### config.mk
export PLATFORM = sky130hd
export DESIGN_NAME = uart_mmio_ctrl
export DESIGN_NICKNAME = d
export VERILOG_FILES = /design/src/rtl/uart_mmio_ctrl.sv
export SDC_FILE = /design/constraint.sdc
export NUM_CORES = 1
export LEC_CHECK = 0
export CAP_MARGIN = 20
export CORE_ASPECT_RATIO = 1.5
export CORE_MARGIN = 4
export CORE_UTILIZATION = 51
export DETAILED_ROUTE_END_ITERATION = 12
export PLACE_DENSITY = 0.77
export SYNTH_ARGS = -nofsm -noshare
export SYNTH_HDL_FRONTEND = slang
export SYNTH_SLANG_ARGS = --single-unit
### constraint.sdc
create_clock -name Clock -period 5.84 [get_ports Clock]
set_clock_uncertainty 0.15 [all_clocks]
set_input_delay 1.168 -clock Clock [delete_from_list [all_inputs] [get_ports Clock]]
set_output_delay 1.168 -clock Clock [all_outputs]
set_load 0.05 [all_outputs]
### src/rtl/uart_mmio_ctrl.sv
// uart_mmio_ctrl
// Memory-mapped I/O controller sitting between the CPU MEM stage and the UART.
// Loads/stores to the 0x8xxx_xxxx region (offset Address[5:2]) reach a small
// register map: TX/RX status, a one-entry TX holding register, an RX FIFO,
// free-running cycle and retired-instruction counters, and a sticky TX overrun.
//
// Ports:
//   Clock, reset_n          system clock (rising edge), async active-low reset
//   Address, WriteData      MEM-stage address and store data
//   REUART, WEUART          load / store strobes for the I/O region
//   InstrRetire             one pulse per retired instruction
//   ReadData                registered load result (one-cycle latency)
//   DataIn, DataInValid     byte to the UART transmitter and its valid
//   DataInReady             transmitter accepts the byte
//   DataOut, DataOutValid   byte from the UART receiver and its valid
//   DataOutReady            RX FIFO has room
module uart_mmio_ctrl #(
  parameter int RX_DEPTH = 4
) (
  input  logic        Clock,
  input  logic        reset_n,
  input  logic [31:0] Address,
  input  logic [31:0] WriteData,
  input  logic        REUART,
  input  logic        WEUART,
  input  logic        InstrRetire,
  output logic [31:0] ReadData,
  output logic [7:0]  DataIn,
  output logic        DataInValid,
  input  logic        DataInReady,
  input  logic [7:0]  DataOut,
  input  logic        DataOutValid,
  output logic        DataOutReady
);

  localparam int PW = $clog2(RX_DEPTH);
  localparam int CW = PW + 1;

  typedef enum logic {TX_EMPTY, TX_FULL} txState_e;

  logic [7:0]    rxMem_q [RX_DEPTH];
  logic [PW-1:0] rxHead_q, rxTail_q;
  logic [CW-1:0] rxCount_q, rxCount_d;
  txState_e      txState_q, txState_d;
  logic [7:0]    txByte_q, txByte_d;
  logic          txOverrun_q, txOverrun_d;
  logic [31:0]   cycleCnt_q, cycleCnt_d;
  logic [31:0]   instrCnt_q, instrCnt_d;
  logic [31:0]   readData_q, readData_d;

  logic          inRegion, rdAcc, wrAcc;
  logic [3:0]    offset;
  logic          rxFull, rxEmpty, rxPush, rxPop;
  logic          txWrite, txHandshake, overrunSet, cntClear, overrunRead;
  logic [31:0]   rdValue;
  logic          unusedBits;

  assign inRegion = (Address[31:28] == 4'b1000);
  assign offset   = Address[5:2];
  assign rdAcc    = REUART && inRegion;
  assign wrAcc    = WEUART && inRegion;

  assign unusedBits = ^{Address[27:6], Address[1:0], WriteData[31:8]};

  // Full/empty come from registered occupancy only, so DataOutReady has no
  // combinational dependence on DataOutValid.
  assign rxFull       = (rxCount_q == CW'(RX_DEPTH));
  assign rxEmpty      = (rxCount_q == '0);
  assign rxPush       = DataOutValid && !rxFull;
  assign rxPop        = rdAcc && (offset == 4'h3) && !rxEmpty;
  assign DataOutReady = !rxFull;

  assign txWrite     = wrAcc && (offset == 4'h2);
  assign txHandshake = (txState_q == TX_FULL) && DataInReady;
  assign cntClear    = wrAcc && (offset == 4'h6);
  assign overrunRead = rdAcc && (offset == 4'h7);

  assign DataIn      = txByte_q;
  assign DataInValid = (txState_q == TX_FULL);
  assign ReadData    = readData_q;

  always_comb begin
    rxCount_d = rxCount_q;
    case ({rxPush, rxPop})
      2'b10:   rxCount_d = rxCount_q + CW'(1);
      2'b01:   rxCount_d = rxCount_q - CW'(1);
      default: rxCount_d = rxCount_q;
    endcase
  end

  // A write landing on a full register is only accepted when the pending
  // byte leaves in the same cycle; otherwise it is dropped and flagged.
  always_comb begin
    txState_d  = txState_q;
    txByte_d   = txByte_q;
    overrunSet = 1'b0;
    if (txWrite) begin
      if ((txState_q == TX_EMPTY) || txHandshake) begin
        txState_d = TX_FULL;
        txByte_d  = WriteData[7:0];
      end else begin
        overrunSet = 1'b1;
      end
    end else if (txHandshake) begin
      txState_d = TX_EMPTY;
    end
  end

  // A new overrun wins over the clear-on-read in the same cycle.
  assign txOverrun_d = (txOverrun_q && !overrunRead) || overrunSet;

  always_comb begin
    cycleCnt_d = cntClear ? 32'd0 : cycleCnt_q + 32'd1;
    instrCnt_d = cntClear ? 32'd0 : instrCnt_q + {31'd0, InstrRetire};
  end

  always_comb begin
    rdValue = 32'd0;
    if (rdAcc) begin
      case (offset)
        4'h0:    rdValue = {31'd0, txState_q == TX_EMPTY};
        4'h1:    rdValue = {31'd0, !rxEmpty};
        4'h3:    rdValue = rxEmpty ? 32'd0 : {24'd0, rxMem_q[rxHead_q]};
        4'h4:    rdValue = cycleCnt_q;
        4'h5:    rdValue = instrCnt_q;
        4'h7:    rdValue = {31'd0, txOverrun_q};
        default: rdValue = 32'd0;
      endcase
    end
    readData_d = REUART ? rdValue : readData_q;
  end

  always_ff @(posedge Clock or negedge reset_n) begin
    if (!reset_n) begin
      for (int i = 0; i < RX_DEPTH; i++) rxMem_q[i] <= 8'd0;
      rxHead_q    <= '0;
      rxTail_q    <= '0;
      rxCount_q   <= '0;
      txState_q   <= TX_EMPTY;
      txByte_q    <= 8'd0;
      txOverrun_q <= 1'b0;
      cycleCnt_q  <= 32'd0;
      instrCnt_q  <= 32'd0;
      readData_q  <= 32'd0;
    end else begin
      if (rxPush) begin
        rxMem_q[rxTail_q] <= DataOut;
        rxTail_q          <= rxTail_q + PW'(1);
      end
      if (rxPop) rxHead_q <= rxHead_q + PW'(1);
      rxCount_q   <= rxCount_d;
      txState_q   <= txState_d;
      txByte_q    <= txByte_d;
      txOverrun_q <= txOverrun_d;
      cycleCnt_q  <= cycleCnt_d;
      instrCnt_q  <= instrCnt_d;
      readData_q  <= readData_d;
    end
  end

endmodule

; ---- After elaboration in Yosys (flattened, before gate mapping)
; Cells that the tools add are included.
[totals]
reg_bits = 145
in_bits = 79
wordCells = 76
[classes]
add_sub_neg = 6
magnitude_cmp = 3
eq_ne = 12
n_mux = 17
n_bitwise = 3
reduce_logical = 22
[ops]
columns = operator, n
row1 = case mux 32 bit (6 select lines), 1
row2 = two-way mux 32 bit, 3
row3 = adder 32 x 1 -> 32 bit, 1
row4 = "adder 32 x 1 -> 32 bit, second input constant", 1
row5 = bitwise mux 32 bit, 1
row6 = two-way mux 8 bit, 4
row7 = binary-select mux 8 bit (select 2 bit), 1
row8 = demux 8 bit (select 2 bit), 1
row9 = "== test 4 x 3 -> 1 bit, second input constant", 4
row10 = logical AND 1 bit, 11
row11 = "== test 4 x 2 -> 1 bit, second input constant", 2
row12 = ">= comparator 3 bit, second input constant", 2
row13 = inverter 2 -> 3 bit, 2
row14 = case mux 3 bit (2 select lines), 1
row15 = two-way mux 1 bit, 5
row16 = "adder 2 x 1 -> 2 bit, second input constant", 2
row17 = "== test 4 x 1 -> 1 bit, second input constant", 1
row18 = "== test 4 bit, second input constant", 1
row19 = logical NOT 4 bit, 1
row20 = AND reduction 2 bit, 2
row21 = nonzero test 2 bit, 2
row22 = "adder 3 x 1 -> 3 bit, second input constant", 1
row23 = "== test 3 bit, second input constant", 1
row24 = logical NOT 1 bit, 3
row25 = 8 further kinds, 9

; ---- Logic depth before layout (Yosys ltp)
[depth]
depth_word = 7
depth_mapped = 9

; ---- Least setup slack after synthesis
; OpenSTA, ideal clock, no wires.
[synth_path]
path_type = input -> register
start = in Address[29]
end = reg rxCount_q[2]
setup_time_ps = 79
t_arrival_ps = 3055
path_slack_ps = 2556
stages = 8
path_cell_list = nor4b_1 -> and4_1 -> ha_1 -> inv_1 -> fa_1 -> xor2_1 -> nor2_1 -> xor2_1
[synth_via]
elab_chain_cells = 6
[synth_lines]
columns = item, line
row1 = start: declaration, 22  ; input logic [31:0] Address,
row2 = == test 4 bit *, 58  ; assign inRegion = (Address[31:28] == 4'b1000);
row3 = logical AND 1 bit *, 60  ; assign rdAcc = REUART && inRegion;
row4 = logical AND 1 bit * (2 in series), 70  ; assign rxPop = rdAcc && (offset == 4'h3) && !rxEmpty;
row5 = via rxPop, 53  ; logic rxFull, rxEmpty, rxPush, rxPop;
row6 = == test 2 x 1 -> 1 bit or == test 2 bit (tied branches), 84  ; case ({rxPush, rxPop})
row7 = case mux 3 bit (2 select lines) or nonzero test 2 bit (tied branches), --
row8 = end signal: assignment, 151  ; rxCount_q <= rxCount_d;
row9 = end: declaration, 43  ; logic [CW-1:0] rxCount_q, rxCount_d;
; Mark *: on every way through the listed nets, which the timed path passes. The rest lies on a longest branch.
; A chain may end at the register's enable or synchronous reset.

; ---- Worst setup path after layout
[layout_path]
start = in InstrRetire
end = reg instrCnt_q[17]
[layout_via]
elab_chain_cells = 2
[layout_lines]
columns = item, line
row1 = start: declaration, 26  ; input logic InstrRetire,
row2 = adder 32 x 1 -> 32 bit, 114  ; instrCnt_d = cntClear ? 32'd0 : instrCnt_q + {31'd0, InstrRetire};
row3 = two-way mux 32 bit, 114
row4 = via instrCnt_d[17], 48  ; logic [31:0] instrCnt_q, instrCnt_d;
row5 = end signal: assignment, 156  ; instrCnt_q <= instrCnt_d;
row6 = end: declaration, 48
; The timed path passes the listed nets, and every way through them passes these cells.

==> flow_metrics.py <==
metrics = {
    "run_status": {
        "status": "finished, final reports clean",
    },
    "logic_synthesis": {
        "postSynthAreaPerCell_um2": 10.74,
        "yosysTopAreaCellShare_pct": 51.96,
        "yosysUniqueCellTypes": 44,
        "ys_top_cells_by_area": "dfrtp_1 52%, mux2_2 6.5%, o22ai_1 2.8%, xor2_1 2.8%, a22oi_1 2.6%",
        "postSynthCellCount": 650,
        "ys_ff_latch": 145,
        "synthesis.nets": 738,
        "syn_area_mm2": 0.006983,
        "synth_edf_count": 0,
        "yosysSeqAreaShare_pct": 51.96,
        "synthArstFlopShare_pct": 100.0,
        "yosysTopAreaCell": "dfrtp_1",
        "yosysWarnings": 0,
        "synth_flop_cell": "dfrtp_1",
    },
    "cells_and_area": {
        "final_cell_mix": "145 x dfrtp_1, 71 x clkdlybuf4s50_1, 46 x inv_1",
        "area_growth_syn_to_layout_pct": 20.77,
        "final_common_cell": "dfrtp_1",
        "diodes": 0,
        "finalNetCount": 792,
        "fin_util_pct": 62.62,
        "final_layout_size_suffix_gt1_share_pct": 12.57,
    },
    "power_and_ir_drop": {
        "pwr-share-clk_pct": 38.3,
        "leakage_nw": 3.385,
        "switching_power_mw": 0.8211,
        "p_int_mw": 2.237,
        "power_frac_seq_pct": 45.0,
        "power.density_mw_per_mm2": 362.6,
        "ir_drop_mv": 0.2607,
        "swShare_pct": 26.85,
        "p_comb_share_pct": 16.7,
    },
    "worst_setup_path": {
        "critPathLaunchType": "primary input",
        "path_class": "in2reg",
        "worstPathMaxFanout": 19,
        "worstPathArrival_ns": 3.66,
        "crit_path_end_kind": "register",
        "cp.required_ns": 6.02,
    },
    "route": {
        "dr_total_vias": 5445,
        "drc": 0,
        "drt_iter0_markers": 414,
        "drtAntennaViolNets": 0,
        "dr.pass1.iters": 5,
        "wl_per_cell_um": 19.39,
        "wl_mm": 17.02,
        "viasPerCell": 6.202,
    },
    "global_route": {
        "grt_usage_pct": 22.24,
        "grtUsageMet1_pct": 24.17,
        "grt_pass1_vias": 5764,
        "antenna_found_initial": 0,
        "globalRouteOverflowTotal": 0,
        "grt_first_pass_wirelength_mm": 28.09,
        "grt-busiest-layer": "met2",
        "grt_util_met3_pct": 4.392,
        "grt_max_degree": 83,
        "use_met2_pct": 42.69,
    },
    "floorplanning": {
        "die_x_um": 103.5,
        "die_h_um": 151.3,
        "dieArea_mm2": 0.01567,
        "start_util_pct": 51.85,
        "rows": 52,
        "io-pin-count": 121,
        "coreArea_mm2": 0.01347,
    },
    "timing": {
        "fin_setup_tns_ns": 0,
        "relSlewSlack_pct": 42.20,
        "finalMaxSlewViolations": 0,
        "max_slew.worst_pin.slew_ns": 0.8645,
        "finalSetupViolations": 0,
        "min_period_ns": 3.478,
        "finalHoldViolCount": 0,
        "max_freq_mhz": 287.5,
        "setup_slack_ns": 2.362,
        "rsz0062_at_grt": "no",
        "post-route-period-util_pct": 59.55,
    },
    "clock_network": {
        "htree_levels": 4,
        "clk_path_buf_depth": 2,
        "clock_sinks": 145,
        "numCtsBuffers": 17,
        "cts_resized": 0,
        "hold_buffers": 0,
        "clockRootBuffer": "clkbuf_16",
        "clk_pin_slew_worst_paths_ns": 0.06,
        "postCtsSetupBuffers": 0,
        "insertion_delay_ns": 0.42,
        "cts_tree": "yes",
    },
    "flow_run": {
        "maxCapViolCount": 0,
    },
    "placement": {
        "port_buffers": 72,
        "gp_congestion": 0.8456,
        "hpwl_mm": 11.29,
        "pre_cts_ws_ns": 1.962,
    },
    "worst_hold_path": {
        "hp-class": "reg2reg",
    },
}
==> synthesized netlist by cell type, drive strengths merged, types with 4 or more instances <==
master	count
nand4	18
xnor2	7
and4	13
and2	7
nand2	33
mux4	8
mux2	40
nor3	4
nand3	26
and3	6
nor2	27
nand2b	7
inv	46
o22ai	31
o21ai	15
xor2	22
or4	24
buf	6
o31ai	22
a222oi	7
ha	8
dfrtp	145
or3	11
a21oi	34
o21a	4
clkbuf	38
a22oi	24
==> layer usage <==
metal / vias up / wire length (um)
li1: 2496 / -
met1: 2757 / 6351
met2: 156 / 9651
met3: 36 / 646
met4: 0 / 373
met5: - / 0
==> worst max-delay path, stage by stage <==
cell and delay, ns:
clkdlybuf4s50_1 0.49, ha_1 0.22, and4_1 0.30, nand4_1 0.60, or4_1 0.70, a21oi_1 0.17
==> cell families (layout without fill, tap and decap cells) <==
| group | Yosys count | in the layout | synth area share (%) |
|---|---|---|---|
| xor+xnor | 29 | 29 | 3.637 |
| mux | 51 | 51 | 9.461 |
| compound gates | 140 | 140 | 13.03 |
| buf+inv | 90 | 156 | 5.017 |
| flops | 145 | 145 | 51.96 |
| fa+ha+maj | 9 | 9 | 1.720 |
| simple gates | 186 | 186 | 15.18 |
==> power by group through the flow <==
stage	Sequential [mW]	Clock [mW]	Combinational, mW
after global routing	1.40	1.23	0.563
final	1.38	1.17	0.510
after floorplan	1.33	0	0.386
after global placement	1.37	0	0.473
after detailed placement	1.39	0	0.508
after CTS	1.37	1.18	0.516
==> per-stage QoR <==
step	hold WS, ns	cells	power (mW)	cell area [um^2]
after floorplan	0.3190	650	1.717	6983
after global placement	0.3309	846	1.839	7780
after detailed placement	0.3403	846	1.898	7780
after CTS	0.3536	877	3.075	8418
after global routing	0.3620	878	3.190	8433
final	0.3509	878	3.058	8433
==> worst paths after layout <==
path,cells past startpoint,endpoint,from,slack (ns)
hold reg to reg,1,rxMem_q[1],rxMem_q[1],0.35
setup / recovery,6,instrCnt_q[17],InstrRetire,2.36
hold / removal,1,rxMem_q[1],rxMem_q[1],0.35
max in group asynchronous,2,instrCnt_q[13],reset_n,3.57
setup reg to reg,5,cycleCnt_q[28],cycleCnt_q[0],3.13
min in group asynchronous,1,ReadData[25],reset_n,0.65
==> area by class of cell <==
type	count	area (um^2)
clock buffer	22	484.2
clock inverter	9	153.9
fill	1036	5035
inverter	46	172.7
multi-input combinational	415	3009
sequential	145	3628
tap	162	202.7
timing repair buffer	79	782.0
==> flip-flops by register name (all words and copies together) (netlist names) <==
register	cells
rxHead_q	2
DataInValid	1
txOverrun_q	1
DataIn	8
instrCnt_q	32
cycleCnt_q	32
rxMem_q	32
rxTail_q	2
ReadData	32
rxCount_q	3
Power figures use the tool's default switching activity.
